[src/rtl/core_pkg.sv]
// Shared definitions for the RV32I core front end: datapath width,
// reset/NOP constants and the fetch sequencer state encoding.
package core_pkg;

    localparam int XLEN = 32;

    // addi x0,x0,0 -- the canonical RV32I no-op.
    localparam logic [XLEN-1:0] NOP_INST         = 32'h0000_0013;
    localparam logic [XLEN-1:0] RESET_PC_DEFAULT = 32'h0000_0000;

    // IDLE : one quiet cycle after reset before the first request
    // FETCH: request outstanding for pc
    // HOLD : ID stalled, fetched word parked in the hold buffer
    // DROP : flush arrived while a request was outstanding; wait for its ack
    typedef enum logic [1:0] {
        IDLE  = 2'd0,
        FETCH = 2'd1,
        HOLD  = 2'd2,
        DROP  = 2'd3
    } fetch_state_e;

endpackage

[src/rtl/ifid_pipe_reg.sv]
// IF/ID pipeline register: valid/pc/inst with flush, hold and load controls.
// Priority is rst > flush > hold > load; without a load the valid bit drops
// while pc/inst keep their last values.
module ifid_pipe_reg #(
    parameter logic [31:0] NOP_INST = core_pkg::NOP_INST
) (
    input  logic        clk,
    input  logic        rst,
    input  logic        flush,
    input  logic        hold,
    input  logic        load,
    input  logic [31:0] load_pc,
    input  logic [31:0] load_inst,
    output logic        valid,
    output logic [31:0] pc,
    output logic [31:0] inst
);

    logic        valid_q;
    logic [31:0] pc_q;
    logic [31:0] inst_q;

    // Register update: reset/flush clear to a bubble, hold freezes, else load or bubble.
    always_ff @(posedge clk) begin
        if (rst || flush) begin
            valid_q <= 1'b0;
            pc_q    <= 32'h0000_0000;
            inst_q  <= NOP_INST;
        end else if (!hold) begin
            valid_q <= load;
            if (load) begin
                pc_q   <= load_pc;
                inst_q <= load_inst;
            end
        end
    end

    assign valid = valid_q;
    assign pc    = pc_q;
    assign inst  = inst_q;

endmodule

[src/rtl/ifid_fetch_ctrl.sv]
// Fetch sequencer and IF/ID register for the single-issue RV32I core.
// Owns the PC, drives the imem req/ack handshake, parks one instruction in a
// hold buffer across ID stalls and redirects on flush, even mid-request.
//
// Handshake: imem_req/imem_addr are registered and, once imem_req is high,
// stay stable until the cycle imem_ack is seen high; that cycle completes the
// transfer and imem_rdata is sampled at its closing clock edge. Only rst may
// withdraw a request early.
module ifid_fetch_ctrl #(
    parameter logic [31:0] RESET_PC = core_pkg::RESET_PC_DEFAULT,
    parameter logic [31:0] NOP_INST = core_pkg::NOP_INST
) (
    input  logic                  clk,
    input  logic                  rst,
    output logic                  imem_req,
    output logic [31:0]           imem_addr,
    input  logic                  imem_ack,
    input  logic [31:0]           imem_rdata,
    input  logic                  stall,
    input  logic                  flush,
    input  logic [31:0]           redirect_pc,
    output logic                  id_valid,
    output logic [31:0]           id_pc,
    output logic [31:0]           id_inst,
    output core_pkg::fetch_state_e dbg_state
);

    import core_pkg::*;

    fetch_state_e    state_q, state_d;
    logic [XLEN-1:0] pc_q, pc_d;
    logic [XLEN-1:0] pend_pc_q, pend_pc_d;
    logic            hold_valid_q, hold_valid_d;
    logic [XLEN-1:0] hold_pc_q, hold_pc_d;
    logic [XLEN-1:0] hold_inst_q, hold_inst_d;
    logic            req_q;

    logic            ifid_load;
    logic [XLEN-1:0] ifid_load_pc;
    logic [XLEN-1:0] ifid_load_inst;
    logic [XLEN-1:0] redir_pc;

    // Redirect targets are always word aligned.
    assign redir_pc = redirect_pc & 32'hFFFF_FFFC;

    // Next-state, PC, hold buffer and IF/ID load selection.
    always_comb begin
        state_d        = state_q;
        pc_d           = pc_q;
        pend_pc_d      = pend_pc_q;
        hold_valid_d   = hold_valid_q;
        hold_pc_d      = hold_pc_q;
        hold_inst_d    = hold_inst_q;
        ifid_load      = 1'b0;
        ifid_load_pc   = pc_q;
        ifid_load_inst = imem_rdata;
        case (state_q)
            IDLE: begin
                state_d = FETCH;
                if (flush) pc_d = redir_pc;
            end
            FETCH: begin
                if (imem_ack) begin
                    if (flush) begin
                        pc_d = redir_pc;
                    end else if (stall) begin
                        hold_valid_d = 1'b1;
                        hold_pc_d    = pc_q;
                        hold_inst_d  = imem_rdata;
                        pc_d         = pc_q + 32'd4;
                        state_d      = HOLD;
                    end else begin
                        ifid_load = 1'b1;
                        pc_d      = pc_q + 32'd4;
                    end
                end else if (flush) begin
                    // Request must stay up with its old address until acked.
                    pend_pc_d = redir_pc;
                    state_d   = DROP;
                end
            end
            HOLD: begin
                if (flush) begin
                    hold_valid_d = 1'b0;
                    pc_d         = redir_pc;
                    state_d      = FETCH;
                end else if (!stall) begin
                    ifid_load      = hold_valid_q;
                    ifid_load_pc   = hold_pc_q;
                    ifid_load_inst = hold_inst_q;
                    hold_valid_d   = 1'b0;
                    state_d        = FETCH;
                end
            end
            DROP: begin
                // The latest redirect wins, including one coinciding with the ack.
                if (flush) pend_pc_d = redir_pc;
                if (imem_ack) begin
                    pc_d    = flush ? redir_pc : pend_pc_q;
                    state_d = FETCH;
                end
            end
            default: state_d = IDLE;
        endcase
    end

    // State, PC, hold buffer and registered request.
    always_ff @(posedge clk) begin
        if (rst) begin
            state_q      <= IDLE;
            pc_q         <= RESET_PC;
            pend_pc_q    <= RESET_PC;
            hold_valid_q <= 1'b0;
            hold_pc_q    <= '0;
            hold_inst_q  <= NOP_INST;
            req_q        <= 1'b0;
        end else begin
            state_q      <= state_d;
            pc_q         <= pc_d;
            pend_pc_q    <= pend_pc_d;
            hold_valid_q <= hold_valid_d;
            hold_pc_q    <= hold_pc_d;
            hold_inst_q  <= hold_inst_d;
            req_q        <= (state_d == FETCH) || (state_d == DROP);
        end
    end

    ifid_pipe_reg #(
        .NOP_INST (NOP_INST)
    ) u_ifid (
        .clk       (clk),
        .rst       (rst),
        .flush     (flush),
        .hold      (stall),
        .load      (ifid_load),
        .load_pc   (ifid_load_pc),
        .load_inst (ifid_load_inst),
        .valid     (id_valid),
        .pc        (id_pc),
        .inst      (id_inst)
    );

    // In DROP pc_q is untouched, so it still holds the outstanding address.
    assign imem_req  = req_q;
    assign imem_addr = pc_q;
    assign dbg_state = state_q;

endmodule

[config.mk]
export PLATFORM = sky130hd
export DESIGN_NAME = ifid_fetch_ctrl
export DESIGN_NICKNAME = d
export VERILOG_FILES = /design/src/rtl/core_pkg.sv /design/src/rtl/ifid_pipe_reg.sv /design/src/rtl/ifid_fetch_ctrl.sv
export SDC_FILE = /design/constraint.sdc
export NUM_CORES = 1
export LEC_CHECK = 0
export ABC_AREA = 1
export ABC_CLOCK_PERIOD_IN_PS = 3330
export CORE_MARGIN = 2
export CORE_UTILIZATION = 59
export DETAILED_ROUTE_END_ITERATION = 7
export PLACE_DENSITY = 0.91
export SLEW_MARGIN = 20
export SYNTH_ARGS = -nofsm -noshare
export SYNTH_HDL_FRONTEND = slang
export SYNTH_HIERARCHICAL = 1
export SYNTH_SLANG_ARGS = --single-unit
[constraint.sdc]
create_clock -name clk -period 3.33 [get_ports clk]
set_clock_uncertainty 0.15 [all_clocks]
set_input_delay 0.8325 -clock clk [delete_from_list [all_inputs] [get_ports clk]]
set_output_delay 0.8325 -clock clk [all_outputs]
set_load 0.02 [all_outputs]
==> out/metrics.cfg, run 1 <==
[critical_path]
cp-start-kind = flip-flop
cp_data_arrival_time_ns = 2.99
r2r_cells = 8
cp_data_required_time_ns = 3.55
path_max_fanout = 34
cp-end-kind = flip-flop
criticalPathCategory = reg -> reg

[floorplanning]
die-area_mm2 = 0.0193
die_w_um = 139
core_mm2 = 0.0179
rows = 49
initial_core_util_pct = 59.8
io_pins = 169
die_h_um = 139

[detailed_routing]
routedWlPerCell_um = 15.5
wl_met1_um = 12500
drt_drc_violations_left = 0
via_count = 11000
drtIter0Drc = 1005
ant_nets = 0
routed.top_layer = met4
wl_met2_um = 13900
dr.pass1.iters = 5
avgViaCountPerCell = 5.77
drt_wl_total_um = 29600
met3_wirelength_um = 2730

[clock_tree]
cts_resized = 0
postCtsSetupRepairBufs = 0
cts.sinks = 196
htree_levels = 4
cts_tree = yes
cts_hold_buf = 0
clock_latency_ns = 0.45
cts_buffers = 17
clk_pin_slew_ns = 0.07
cts_root_buffer = clkbuf_16
clock_path_buffers = 2

[pwr]
peakVddDrop_mv = 0.415
power_density_mw_per_mm2 = 453
power_leakage_nw = 4.97

[synthesis]
syn_avg_cell_area_um2 = 6.85
yosysSeqAreaShare_pct = 36.6
ys.flop_type = dfxtp_1
synth_largest_area_cell = dfxtp_1
synthCells = 1563
synth_cell_types = 38
synth_top_area_share_pct = 36.6
ys_seq_elements = 196
synth_area_leaders = dfxtp_1 37%, nand2_1 13%, nor2_1 8.1%
synth-edff-count = 0
syn_nets = 1638
synth_area_mm2 = 0.0107
async_reset_ff_share_pct = 0
synth-warning-count = 6

[global_route]
grt_use_total_pct = 30.2
grt_max_degree = 82
grt_antenna_before_repair = 0
grt_pass1_vias = 10000
grt_pass1_wl_um = 48800
overflow = 0

[timing]
timing.setup.tns_ns = 0
fmax_ghz = 0.361
rsz0062_at_grt = false
tightest_slew_ns = 0.943
slew_headroom_pct = 37.0
setup_slack_ns = 0.558
drv_slew = 0
finalHoldViolations = 0
min_period_ns = 2.77
layout_worst_path_cycle_share_pct = 83.2
final-setup-viol-count = 0

[status]
status = completed

[final_layout]
final_layout_size_suffix_gt1_share_pct = 7.87
final_cell_mix = 370 x nand2_1, 231 x nor2_1, 196 x dfxtp_1, 164 x clkdlybuf4s50_1, 163 x o21ai_0
fin_nets = 1740
antenna_cells = 0
postLayoutCellArea_mm2 = 0.0130
area_delta_synth_final_pct = 21.1
mostFrequentLayoutCell = nand2_1

[place]
place.gp.congestion = 0.909
placed_area_mm2 = 0.0123
numPortBuffers = 166
dp_hpwl_um = 19800
pre_cts_ws_ns = 0.176

[min_path]
hold_depth = 2
hold_path.class = reg -> reg

[flow_run]
drv_cap = 0

-- cell type report --
type | count | area [um^2]
Tap cell | 229 | 287
Fill cell | 1384 | 4920
Clock inverter | 14 | 213
Multi-Input combinational cell | 1136 | 5740
Timing Repair Buffer | 191 | 1920
Sequential cell | 196 | 3920
Clock buffer | 18 | 429
Inverter | 123 | 468
-- state kept, by name, summed over array words and instances, names as in the netlist --
register,count
dbg_state,1
hold_inst_q,32
hold_pc_q,32
hold_valid_q,1
imem_addr,32
imem_req,1
pend_pc_q,32
u_ifid/inst,32
u_ifid/pc,32
u_ifid/valid,1
-- critical path, cell delays in order (launching register included) --
cell and delay (ns):
dfxtp_1 0.48, inv_1 0.13, ha_1 0.30, nor2_4 0.34, inv_2 0.29, nand2_1 0.44, buf_12 0.24, o21ai_0 0.11
a31oi_1 0.21
-- Yosys cell counts (5+ instances only) --
| master | instances |
|---|---|
| nand2_2 | 7 |
| buf_6 | 7 |
| buf_2 | 49 |
| nand2_1 | 370 |
| dfxtp_1 | 196 |
| a211oi_1 | 80 |
| nor2_4 | 12 |
| a221oi_1 | 5 |
| a21oi_1 | 53 |
| mux2i_1 | 35 |
| o21ai_0 | 163 |
| nor2_1 | 232 |
| nand3_2 | 31 |
| a21oi_2 | 5 |
| inv_2 | 9 |
| nand3_1 | 70 |
| a31oi_1 | 37 |
| inv_1 | 111 |
| ha_1 | 6 |
| clkbuf_1 | 33 |
| o21ai_1 | 13 |
| buf_4 | 16 |
-- metrics by stage --
step	util (%)	cells	total power, W	hold slack [ns]
floorplan	-	1563	0.00326	0.275
global placement	68.9	1875	0.00358	0.284
detailed placement	68.9	1875	0.00361	0.287
CTS	72.5	1907	0.00586	0.298
global route	72.5	1907	0.00609	0.331
finish	72.5	1907	0.00588	0.302
-- kinds of logic (layout without fill, tap and decap cells) --
| group | count (synthesis) | in the layout | share of synthesized area [%] |
|---|---|---|---|
| compound gates | 361 | 361 | 19.7 |
| xor+xnor | 3 | 3 | 0.245 |
| fa+ha+maj | 6 | 6 | 0.701 |
| buf+inv | 231 | 346 | 9.96 |
| flops | 196 | 196 | 36.6 |
| mux | 35 | 35 | 3.27 |
| simple gates | 731 | 731 | 29.5 |
-- metal layers --
layer / global-route usage (%) / up-vias
li1: - / 5374
met1: 40.5 / 4965
met2: 49.5 / 608
met3: 5.80 / 62
met4: 9.89 / 0
met5: 0 / -
-- where the power goes --
part / switching, W / internal [W]
registers: 0.000138 / 0.00246
logic: 0.000606 / 0.000390
clock network: 0.00100 / 0.00128
-- final timing paths --
check | from | end | slack [ns]
max | dbg_state[1] | pend_pc_q[26] | 0.56
min | pend_pc_q[1] | pend_pc_q[1] | 0.30
max reg2reg | dbg_state[1] | pend_pc_q[26] | 0.56
min reg2reg | pend_pc_q[1] | pend_pc_q[1] | 0.30
No activity file was read; power rests on OpenSTA's default activity.
==> run 2, diff against run 1 <==
ABC_CLOCK_PERIOD_IN_PS = 2400   (was 3330)
CORE_UTILIZATION = 49   (was 59)
PLACE_DENSITY = 0.81   (was 0.91)
clock period = 2.4 ns   (was 3.33 ns; I/O delays follow)
==> run 2 against run 1 <==
Via count down 0.20%. Highest routed layer unchanged. Largest cell class unchanged. Clock-buffer cell count up 1. Critical path type is now reg -> out. Cell count up 5.2%.
==> out/metrics.cfg, run 2 (synthesized netlist as in run 1, its figures left out) <==
[global_route]
grt_use_total_pct = 25.3
grt_use_met2_pct = 40.4
grt-busiest-layer = met2
grtUsageMet3_pct = 4.28
grt_use_met1_pct = 34.7
overflow = 0
grt_pass1_vias = 9957
grt_max_degree = 66
grt_antenna_before_repair = 0
grt_pass1_wl_um = 48900

[final_layout]
area_delta_synth_final_pct = 26.0
antenna_cells = 0
multiInputGateArea_mm2 = 0.00574
mostFrequentLayoutCell = nand2_1
final_layout_size_suffix_gt1_share_pct = 10.7
fin_util_pct = 62.4
final_cell_mix = 370 x nand2_1, 231 x nor2_1, 191 x dfxtp_1, 163 x o21ai_0, 162 x clkdlybuf4s50_1
register_area_mm2 = 0.00393
fillers = 1900
fin_nets = 1788

[timing]
timing.setup.tns_ns = 0
layout_worst_path_cycle_share_pct = 97.9
rsz0062_at_grt = true
finalHoldViolations = 0
tightest_slew_ns = 0.866
drv_slew = 0
min_period_ns = 2.35
slew_headroom_pct = 42.2
fin_hold_ws_ns = 0.299
fmax_ghz = 0.425
final-setup-viol-count = 0

[critical_path]
cp_slowest_cell = clkdlybuf4s50_1
cp_data_arrival_time_ns = 1.60
cp_num_buf_inv = 1
cp_data_required_time_ns = 1.65
crit_family = buffers and inverters
path_max_fanout = 7
startpoint = imem_addr[11]
cp-end-kind = primary output
cp-start-kind = flip-flop
reg2reg_from = imem_req
path_cells = clkdlybuf4s50_1
criticalPathCategory = reg -> out
slowest_delay_ns = 0.66

[flow_run]
drv_cap = 0

[status]
status = completed

[clock_tree]
clock_latency_ns = 0.44
htree_levels = 4
cts_hold_buf = 0
cts_root_buffer = clkbuf_16
cts.sinks = 196
cts_tree = yes
clock_path_buffers = 2
clk_pin_slew_ns = 0.08
cts_buffers = 17

[place]
dp_hpwl_um = 21000
place.gp.congestion = 0.955
numPortBuffers = 166

[detailed_routing]
drt_wl_total_um = 30200
ant_nets = 0
routedWlPerCell_um = 15.1
via_count = 11000
dr.pass1.iters = 5
drtIter0Drc = 996
drt_drc_violations_left = 0
avgViaCountPerCell = 5.48

[min_path]
hold_path.class = reg -> reg
hold_path.startpoint = pend_pc_q[1]

[pwr]
peakVddDrop_mv = 0.449
power_density_mw_per_mm2 = 593
power_leakage_nw = 5.25

[floorplanning]
die-area_mm2 = 0.0231
rows = 54
core_mm2 = 0.0216
die_w_um = 152
die_h_um = 152
initial_core_util_pct = 49.5
io_pins = 169

run 2: path summary, 6_finish.rpt:
| path | to | slack (ns) | cells past startpoint |
|---|---|---|---|
| worst max-delay path | imem_addr[11] | 0.05 | 1 |
| worst min-delay path | pend_pc_q[1] | 0.30 | 2 |
| worst max register to register | imem_addr[21] | 0.11 | 6 |
| worst min register to register | pend_pc_q[1] | 0.30 | 2 |
run 2: timing repair:
action,4_1_cts,5_1_grt
gates resized for setup,2,6
buffers inserted,0,3
endpoints found under the setup margin,2,28
endpoints found under the hold margin,0,0
gates cloned,0,0
pin swaps,0,1
run 2: metal layers:
metal  vias to the layer above  wire [um]
met2                       499      13700
met1                      4974      13600
met4                         0        676
met3                        57       2300
li1                       5457          -
met5                         -          0
run 2: metrics by stage:
step                total power [W]  setup WS (ns)  instance area [um^2]  cells
floorplan                   0.00452          0.277                 10700   1563
global placement            0.00509         -0.131                 12900   1971
detailed placement          0.00512         -0.191                 12900   1971
CTS                         0.00801        0.00929                 13500   2003
global route                0.00833       -0.00267                 13500   2006
finish                      0.00800         0.0498                 13500   2006
run 2: cell type report:
| cell class | instances | area share [%] |
|---|---|---|
| clock inverter | 13 | 1.09 |
| clock buffer | 19 | 3.28 |
| multi-input combinational | 1136 | 42.5 |
| inverter | 123 | 3.47 |
| timing repair buffer | 239 | 17.9 |
| sequential | 196 | 29.1 |
| tap | 280 | 2.60 |
run 2: report_power, final:
part	internal, W	switching (W)	total, W
Combinational	0.000620	0.000901	0.00152
Sequential	0.00341	0.000147	0.00356
Clock	0.00158	0.00134	0.00292
Total	0.00562	0.00238	0.00800
==> run 3, diff against run 2 <==
CELL_PAD_IN_SITES_DETAIL_PLACEMENT = 0   (was default)
CELL_PAD_IN_SITES_GLOBAL_PLACEMENT = 2   (was default)
CORE_UTILIZATION = 27   (was 49)
==> run 3 against run 2 <==
Sequential power hardly changed. Sequential cell count is the same. Non-clock buffer count up 18. Critical path type unchanged. Largest power group unchanged. Highest routed layer unchanged.
==> out/metrics.cfg, run 3 (synthesized netlist as in run 1, its figures left out) <==
[status]
status = completed

[floorplanning]
core_mm2 = 0.0389
die_w_um = 203
initial_core_util_pct = 27.5
die-area_mm2 = 0.0413
io_pins = 169
rows = 72
die_h_um = 203

[clock_tree]
htree_levels = 4
cts.sinks = 196
clock_path_buffers = 2
cts_tree = yes
cts_root_buffer = clkbuf_16
clock_latency_ns = 0.46
cts_buffers = 17
clk_pin_slew_ns = 0.07
postCtsSetupRepairBufs = 0
cts_hold_buf = 0

[detailed_routing]
avgViaCountPerCell = 4.68
wl_met1_um = 18000
drt_wl_total_um = 35100
met3_wirelength_um = 1510
routedWlPerCell_um = 15.5
dr.pass1.iters = 5
drtIter0Drc = 628
wl_met2_um = 15000
via_count = 10600
ant_nets = 0
drt_drc_violations_left = 0
routed.top_layer = met4

[pwr]
power_leakage_nw = 5.40
power_density_mw_per_mm2 = 594
peakVddDrop_mv = 0.434

[global_route]
grt_max_degree = 63
overflow = 0
grt_pass1_vias = 9759
grt_pass1_wl_um = 55800
grt_antenna_before_repair = 0
grt_use_total_pct = 17.2

[timing]
layout_worst_path_cycle_share_pct = 97.3
rsz0062_at_grt = false
drv_slew = 0
fmax_ghz = 0.428
tightest_slew_ns = 0.575
setup_slack_ns = 0.0641
final-setup-viol-count = 0
finalHoldViolations = 0
min_period_ns = 2.34
slew_headroom_pct = 61.5
timing.setup.tns_ns = 0
fin_hold_ws_ns = 0.298

[flow_run]
drv_cap = 0

[final_layout]
area_delta_synth_final_pct = 31.0
fillers = 4161
fin_util_pct = 36.1
multiInputGateArea_mm2 = 0.00574
fin_nets = 1806
register_area_mm2 = 0.00394
final_cell_mix = 370 x nand2_1, 231 x nor2_1, 184 x dfxtp_1, 163 x o21ai_0, 157 x clkdlybuf4s50_1
mostFrequentLayoutCell = nand2_1
antenna_cells = 0
final_layout_size_suffix_gt1_share_pct = 12.0

[min_path]
min_delay_worst_endpoint = pend_pc_q[0]
hold_path.class = reg -> reg
hold_path.startpoint = pend_pc_q[0]
hold_depth = 2

[critical_path]
slowest_delay_ns = 0.66
cp-start-kind = flip-flop
r2r_cells = 9
cp-end-kind = primary output
cp_num_buf_inv = 1
path_cells = clkdlybuf4s50_1
r2r_slack_ns = 0.20
path_max_fanout = 6
cp_slowest_cell = clkdlybuf4s50_1
cp_data_arrival_time_ns = 1.59
criticalPathCategory = reg -> out
cp_data_required_time_ns = 1.65
reg2reg_from = imem_req
r2r_end = imem_addr[2]
crit_family = buffers and inverters

[place]
dp_hpwl_um = 24900
pre_cts_ws_ns = -0.177
place.gp.congestion = 0.795
numPortBuffers = 166

run 3: worst reg2reg max path: stages, from the launching register on:
cell,delay [ns]
dfxtp_1,0.38
inv_1,0.13
ha_1,0.27
nor2_1,0.38
o21ai_2,0.12
buf_12,0.18
inv_4,0.07
buf_12,0.19
o21ai_0,0.11
a31oi_1,0.16
run 3: cell type report:
| type | instances | area share [%] |
|---|---|---|
| inverters | 123 | 3.34 |
| well taps | 518 | 4.62 |
| multi-input cells | 1136 | 40.9 |
| flip-flops and latches | 196 | 28.1 |
| repair buffers | 257 | 18.5 |
| clock inverters | 12 | 1.24 |
| clock buffers | 20 | 3.26 |
run 3: metal layers:
| layer | vias up | global-route usage, % |
|---|---|---|
| li1 | 5497 | - |
| met1 | 4807 | 25.3 |
| met2 | 253 | 25.5 |
| met3 | 31 | 2.68 |
| met4 | 0 | 5.29 |
| met5 | - | 0 |
run 3: worst max-delay path by stage:
stage                  start              end  slack (ns)  cells after the start
3_3_place_gp           flush     u_ifid/pc[2]       -0.16                      9
4_1_cts         imem_addr[3]     imem_addr[3]       0.005                      2
3_5_place_dp           flush  u_ifid/inst[22]       -0.18                     10
6_report       imem_addr[22]    imem_addr[22]        0.06                      1
5_1_grt        imem_addr[22]    imem_addr[22]       0.003                      1
2_1_floorplan       imem_req  u_ifid/inst[10]        0.28                     11
run 3: metrics by stage:
| stage | power, W | cell area, um^2 | cells |
|---|---|---|---|
| after floorplan | 0.00452 | 10700 | 1563 |
| after global placement | 0.00521 | 13400 | 2230 |
| after detailed placement | 0.00522 | 13400 | 2230 |
| after CTS | 0.00846 | 14000 | 2262 |
| after global routing | 0.00876 | 14000 | 2262 |
| final | 0.00834 | 14000 | 2262 |
run 3: where the power goes:
part | switching (W) | total, W | internal, W
logic | 0.000912 | 0.00156 | 0.000643
registers | 0.000165 | 0.00358 | 0.00342
clock network | 0.00140 | 0.00320 | 0.00181
total | 0.00247 | 0.00834 | 0.00587
run 3: what timing repair did:
item	4_1_cts	5_1_grt
setup endpoints to repair	17	3
endpoints found under the hold margin	0	0
resized for setup	17	3
